$ cat src/rtl/pa2se_tx.sv
// Parallel-to-serial framer: captures 8 complex channels per frame, rounds and
// saturates them, and streams them one sample per handshake to the IFFT.
module pa2se_tx #(
  parameter int IN_W  = 20,
  parameter int OUT_W = 16
) (
  input  logic                 clk,
  input  logic                 rst,
  input  logic [IN_W-1:0]      tx_sig_real [8],
  input  logic [IN_W-1:0]      tx_sig_imag [8],
  input  logic [7:0]           tx_sig_tvalid,
  output logic                 tx_ready,
  output logic [2*OUT_W-1:0]   ifft_m_data_tdata,
  output logic [2:0]           ifft_m_data_tuser,
  output logic                 ifft_m_data_tvalid,
  output logic                 ifft_m_data_tlast,
  input  logic                 ifft_m_data_tready,
  input  logic                 err_clr,
  output logic                 overflow_err,
  output logic                 partial_err
);

  localparam int SH = IN_W - OUT_W;
  localparam logic signed [IN_W:0] RND  = (IN_W+1)'(1 << (SH - 1));
  localparam logic signed [IN_W:0] MAXV = (IN_W+1)'((1 << (OUT_W - 1)) - 1);
  localparam logic signed [IN_W:0] MINV = ~MAXV;

  typedef enum logic {IDLE, STREAM} state_t;

  // Round half up, then clamp to the signed output range.
  function automatic logic [OUT_W-1:0] quant(input logic [IN_W-1:0] x);
    logic signed [IN_W:0] sum;
    logic signed [IN_W:0] shifted;
    sum     = $signed({x[IN_W-1], x}) + RND;
    shifted = sum >>> SH;
    if (shifted > MAXV)
      quant = MAXV[OUT_W-1:0];
    else if (shifted < MINV)
      quant = MINV[OUT_W-1:0];
    else
      quant = shifted[OUT_W-1:0];
  endfunction

  logic [2*OUT_W-1:0] slot_mem [2][8];
  logic [2*OUT_W-1:0] q_word [8];

  state_t     state_reg;
  logic [1:0] occ_reg;
  logic [1:0] occ_next;
  logic       wr_ptr_reg;
  logic       rd_ptr_reg;
  logic [2:0] idx_reg;
  logic [2:0] idx_next;
  logic       tlast_reg;
  logic       overflow_reg;
  logic       partial_reg;

  logic frame_all;
  logic frame_partial;
  logic accept;
  logic handshake;
  logic release_slot;

  genvar gi;
  generate
    for (gi = 0; gi < 8; gi++) begin : g_quant
      assign q_word[gi] = {quant(tx_sig_imag[gi]), quant(tx_sig_real[gi])};
    end
  endgenerate

  assign frame_all     = (tx_sig_tvalid == 8'hFF);
  assign frame_partial = (tx_sig_tvalid != 8'hFF) && (tx_sig_tvalid != 8'h00);
  assign tx_ready      = (occ_reg != 2'd2);
  assign accept        = frame_all && tx_ready;
  assign handshake     = (state_reg == STREAM) && ifft_m_data_tready;
  assign release_slot  = handshake && (idx_reg == 3'd7);

  always_comb begin
    occ_next = occ_reg;
    case ({accept, release_slot})
      2'b10:   occ_next = occ_reg + 2'd1;
      2'b01:   occ_next = occ_reg - 2'd1;
      default: occ_next = occ_reg;
    endcase
    idx_next = handshake ? idx_reg + 3'd1 : idx_reg;
  end

  always_ff @(posedge clk) begin
    if (accept) begin
      for (int k = 0; k < 8; k++)
        slot_mem[wr_ptr_reg][k] <= q_word[k];
    end
  end

  // The streaming state follows the post-edge occupancy, so an accept from IDLE
  // and a release with another frame queued both present a sample next cycle.
  always_ff @(posedge clk or posedge rst) begin
    if (rst) begin
      state_reg    <= IDLE;
      occ_reg      <= 2'd0;
      wr_ptr_reg   <= 1'b0;
      rd_ptr_reg   <= 1'b0;
      idx_reg      <= 3'd0;
      tlast_reg    <= 1'b0;
      overflow_reg <= 1'b0;
      partial_reg  <= 1'b0;
    end else begin
      occ_reg <= occ_next;
      idx_reg <= idx_next;
      if (accept)
        wr_ptr_reg <= ~wr_ptr_reg;
      if (release_slot)
        rd_ptr_reg <= ~rd_ptr_reg;
      state_reg <= (occ_next != 2'd0) ? STREAM : IDLE;
      tlast_reg <= (occ_next != 2'd0) && (idx_next == 3'd7);

      if (frame_all && !tx_ready)
        overflow_reg <= 1'b1;
      else if (err_clr)
        overflow_reg <= 1'b0;
      if (frame_partial)
        partial_reg <= 1'b1;
      else if (err_clr)
        partial_reg <= 1'b0;
    end
  end

  assign ifft_m_data_tvalid = (state_reg == STREAM);
  assign ifft_m_data_tuser  = idx_reg;
  assign ifft_m_data_tlast  = tlast_reg;
  assign ifft_m_data_tdata  = (state_reg == STREAM) ? slot_mem[rd_ptr_reg][idx_reg] : '0;
  assign overflow_err       = overflow_reg;
  assign partial_err        = partial_reg;

endmodule
$ cat config.mk
export PLATFORM = sky130hd
export DESIGN_NAME = pa2se_tx
export DESIGN_NICKNAME = d
export VERILOG_FILES = /design/src/rtl/pa2se_tx.sv
export SDC_FILE = /design/constraint.sdc
export NUM_CORES = 1
export LEC_CHECK = 0
export CAP_MARGIN = 20
export CELL_PAD_IN_SITES_DETAIL_PLACEMENT = 0
export CELL_PAD_IN_SITES_GLOBAL_PLACEMENT = 1
export CORE_MARGIN = 1
export CORE_UTILIZATION = 41
export CTS_BUF_LIST = sky130_fd_sc_hd__clkbuf_16
export DETAILED_ROUTE_END_ITERATION = 10
export PLACE_DENSITY = 0.8
export SLEW_MARGIN = 0
export SYNTH_ARGS = -nofsm -noshare
export SYNTH_HDL_FRONTEND = slang
export SYNTH_SLANG_ARGS = --single-unit
$ cat constraint.sdc
create_clock -name clk -period 13 [get_ports clk]
set_input_delay 2.6 -clock clk [delete_from_list [all_inputs] [get_ports clk]]
set_output_delay 2.6 -clock clk [all_outputs]
set_load 0.03 [all_outputs]
# Yosys cells after proc, flatten, opt, wreduce, memory -nomap -nowiden
# Memories as Yosys holds them, arrays and structs flattened.
# Index checks and enable logic that the tools add are counted.
# W data, S select, Z words.
# word_totals
input_bits,332
output_inout_bits,40
ram_bits,512
register_bits,11
memories,1
# mem_list
name,depth,width,rd,rd_clocked_by_memory_dff,write_ports,line_no,source
slot_mem,2,256,1,0,1,44,logic [2*OUT_W-1:0] slot_mem [2][8];
# classes
n_bitwise,3
order_cmp,33
eq_ne,7
n_reduce_logical,11
add_sub_neg,19
n_mux,44
# op_table
op,count
$mux W16,32
$add A20 B5 Y21 const B,16
$gt A17 B16 Y1 const B,16
$lt A17 B16 Y1 const B,16
$bmux W32 S3,1
$mux W32,3
$eq A8 B8 Y1 const B,1
$ne A8 B8 Y1 const B,1
$reduce_bool A8 Y1,1
$eq A3 B3 Y1 const B,2
$logic_and A1 B1 Y1,6
$mux W1,6
$reduce_bool A2 Y1,3
$ge A4 B4 Y1 const B,1
$not A3 Y4,1
$pmux W2 S2,1
$add A3 B1 Y3 const B,1
$mux W3,1
$add A2 B1 Y2 const B,1
$eq A2 B1 Y1 const B,1
$eq A2 B2 Y1 const B,1
$ne A2 B2 Y1 const B,1
$not A1 Y1,2
$sub A2 B1 Y2 const B,1
$logic_not A1 Y1,1

# Logic depth before layout (Yosys ltp)
# depth
depth_word,6
ltp_mapped,9

# Worst setup path after synthesis
# OpenSTA, ideal clock, no wires.
# synth_path
path_type,input port to flip-flop
from,input port tx_sig_tvalid[6]
to,memory slot_mem[0][0] in the netlist's numbering (enable)
path_buffers,0
stages,4
t_required_ps,12121
slack_ps,-1494
arrival_ps,13615
cell_sequence,nand4_1 -> nor2_1 -> nand2_1 -> nor2_1
# synth_via
elab_chain_len,4
# synth_lines
element,line_no,source
"start, declared",11,"input logic [7:0] tx_sig_tvalid,"
$eq A8 B8 Y1,71,assign frame_all = (tx_sig_tvalid == 8'hFF);
$logic_and A1 B1 Y1,74,assign accept = frame_all && tx_ready;
$mux W1,89,if (accept) begin
$mux W1 (not written as such),91,slot_mem[wr_ptr_reg][k] <= q_word[k];
"end, declared",44,
# Every way passes these cells.

# Final worst setup path
# layout_path
from,register rd_ptr_reg
to,output port ifft_m_data_tdata[20]
# layout_via
elab_chain_len,5
# layout_lines
element,line_no,source
"start, declared",51,logic rd_ptr_reg;
"start signal, assigned",113,rd_ptr_reg <= ~rd_ptr_reg;
$mem_v2 Z2 W256,n/a,
$bmux W32 S3,131,assign ifft_m_data_tdata = (state_reg == STREAM) ? slot_mem[rd_ptr_reg][idx_reg] : '0;
$mux W32 (not written as such) (2 in series),131,
$mux W32,131,
"end, declared",13,"output logic [2*OUT_W-1:0] ifft_m_data_tdata,"
# Every way passes these cells. The select of a mux whose other input is x is not followed.

==> qor.csv <==
metric;value;unit
status;finished, final reports clean;
Overall Power;4.55;mW
critical setup path kind;register to output pin;
largest net degree at the start of global routing;148;
vias in the first global route;18699;
max FFs per register;512;
worst hold slack;0.495;ns
post-cts sizing count;0;
Max-Cap Viols;0;
min-delay worst type;register to register;
top cells by area, synth;edfxtp_1 57%, mux4_2 11%, nand2_1 3.2%;
Mapped Cells;2041;
slew margin rel.;0.329;
setup TNS;0;ns
Critical Path Fanout Max;88;
Seq cells post-synth;523;
Crit Reg-Reg Startpoint;occ_reg[0]$_DFF_PP0_;
final core utilization;0.507;
Post-Place Setup Slack;6.58;ns
drt total wl;73000;um
Post-Syn Nets;2392;
htree depth;2;
DP Area;31000;um2
max-slew violations;0;
placed insts;3135;
Synth Area per Inst;13.2;um2
post-layout min period;6.95;ns
Worst-Margin Slew;1.01;ns
fmax;0.144;GHz
Hold Path Origin;occ_reg[1]$_DFF_PP0_;
area leader, netlist;edfxtp_1;
Pleak;10.6;nW
I/O pins;372;
Post-CTS Setup Repair Bufs;0;
NumNets Final;2690;
Clk pwr share;0.344;
initial antenna violation count;1;
first-pass GRT wire length;110000;um
Logic pwr share;0.237;
Detailed Routing Iterations Pass 1;6;
PortBufs;323;
clock tree buffer depth;3;
top cell type's share of synthesized area;0.570;
Commonest cells post-synth;512 x edfxtp_1, 227 x nand2_1, 128 x mux4_2, 114 x nand3_1, 98 x o21ai_0;
routed len/inst;22.5;um
# hold bufs at CTS;0;
Post-Layout Cell Count;3239;
final instance area;32800;um2
sequential area share after synthesis;0.580;
Crit path required time;10.40;ns
Residual DRC;0;
cts bufs inserted;56;
hold path cells;1;
r2r setup slk;9.53;ns
CP startpoint kind;register;
Clock transition at path regs;0.06;ns
DRT antenna net count;0;
Worst R2R End;slot_mem[0][219]$_DFFE_PP_;
Async SR Flop Fraction;0.0210;
Hold EP;occ_reg[1]$_DFF_PP0_;
Pwr per Cell Area;139;nW/um2
Die Ht;258;um
Int Pwr;3.24;mW
most instantiated library cell after synthesis;edfxtp_1;
Core Area;64700;um2
EDFF count, synth;512;
drt via density;5.83;
Mapped Area;27000;um2
sequential share of power;0.419;
share of layout cells above drive strength 1;0.119;
Top FF cell, synth;edfxtp_1;
clock net sink count;523;
setup ws final;6.05;ns
DR iter-0 viols;1627;
CTS Root Cell;clkbuf_16;
synthesis-to-finish area growth;21.6;%
die area;66800;um2
latest clock arrival within the worst-skew pair;0.59;ns
Peak VDD IR;0.0000904;V
Reg2Reg Depth;5;
crit path DAT;4.35;ns
overall global routing resource usage;0.215;
initial cell density of the core;0.417;
Final period util;0.535;
CTS tree;built;
final hold vios;0;
DP HPWL;52500;um
RSZ-0062 raised after global routing;no;
via count;18884;
sw frac;0.286;
critical path endpoint category;output pin;
yosys warns;0;
Fillers;5551;
Final setup viols;0;
Die Span X;258;um
worst clock skew;0.0225;ns
gp weighted congestion;0.889;
GRT overflow;0;
Net Switching;1.30;mW
Cell variety after synth;83;
FP Rows;93;
[power groups by stage]
stage	clock network, mW	logic [mW]	registers, mW
2_1_floorplan	0	0.618	1.92
3_3_place_gp	0	1.07	1.94
3_5_place_dp	0	1.08	1.94
4_1_cts	1.59	1.09	1.91
5_1_grt	1.65	1.14	1.91
6_report	1.56	1.08	1.91
[routing by layer]
| layer | wire length, um | global-route usage | up-vias |
|---|---|---|---|
| met4 | 1710 | 0.0621 | 0 |
| met1 | 30400 | 0.288 | 9413 |
| li1 | - | - | 8700 |
| met2 | 36300 | 0.363 | 691 |
| met3 | 4560 | 0.0331 | 80 |
| met5 | 0 | 0 | - |
[cells by family after synthesis]
| logic type | synth area share |
|---|---|
| buf+inv | 0.0213 |
| simple gates | 0.131 |
| xor+xnor | 0.0507 |
| flops | 0.580 |
| mux | 0.111 |
| compound gates | 0.0966 |
| fa+ha+maj | 0.00882 |
[critical path, stage by stage (launching register included)]
cell and delay, ns:
dfrtp_4 1.02, buf_12 0.63, mux4_2 0.64, a22oi_1 0.38
a21boi_0 0.28, clkdlybuf4s50_1 0.66
[how the worst max path moves through the flow]
stage	startpoint	to	slack, ns	cells after the start
2_1_floorplan	tx_sig_tvalid[6]	slot_mem[0][0]$_DFFE_PP_	2.85	4
3_3_place_gp	rd_ptr_reg$_DFFE_PP0P_	ifft_m_data_tdata[20]	6.62	5
3_5_place_dp	tx_sig_tvalid[7]	slot_mem[0][210]$_DFFE_PP_	6.58	7
4_1_cts	rd_ptr_reg$_DFFE_PP0P_	ifft_m_data_tdata[20]	5.92	5
5_1_grt	rd_ptr_reg$_DFFE_PP0P_	ifft_m_data_tdata[20]	5.81	5
6_report	rd_ptr_reg$_DFFE_PP0P_	ifft_m_data_tdata[20]	6.05	5
[cell type report]
type,count,area [um2],area share
clock buffer,56,1400,0.0427
multi-input combinational,1391,10800,0.328
antenna,1,2.50,0.0000763
sequential,523,15700,0.478
inverter,29,110,0.00336
tap,855,1070,0.0326
clock inverter,46,415,0.0127
timing repair buffer,338,3370,0.103
[cells in the final DEF, fill, tap and decap left out, types with 24 or more instances in the layout]
cell type        synthesis  layout
and3_1                  51      50
a22oi_1                 72      72
clkbuf_16                0      56
inv_1                   28      34
edfxtp_1               512     512
o21ai_0                 98      98
a31oi_1                 31      31
xor2_1                  77      77
nor2_1                  87      85
a21oi_1                 56      56
nand4_1                 62      62
a21boi_0                40      40
xnor2_1                 79      79
and4_1                  33      33
nand3_1                114     114
mux4_2                 128     128
nor3_1                  24      24
clkdlybuf4s50_1          0     323
nand2_1                227     227
Power figures use the tool's default switching activity.
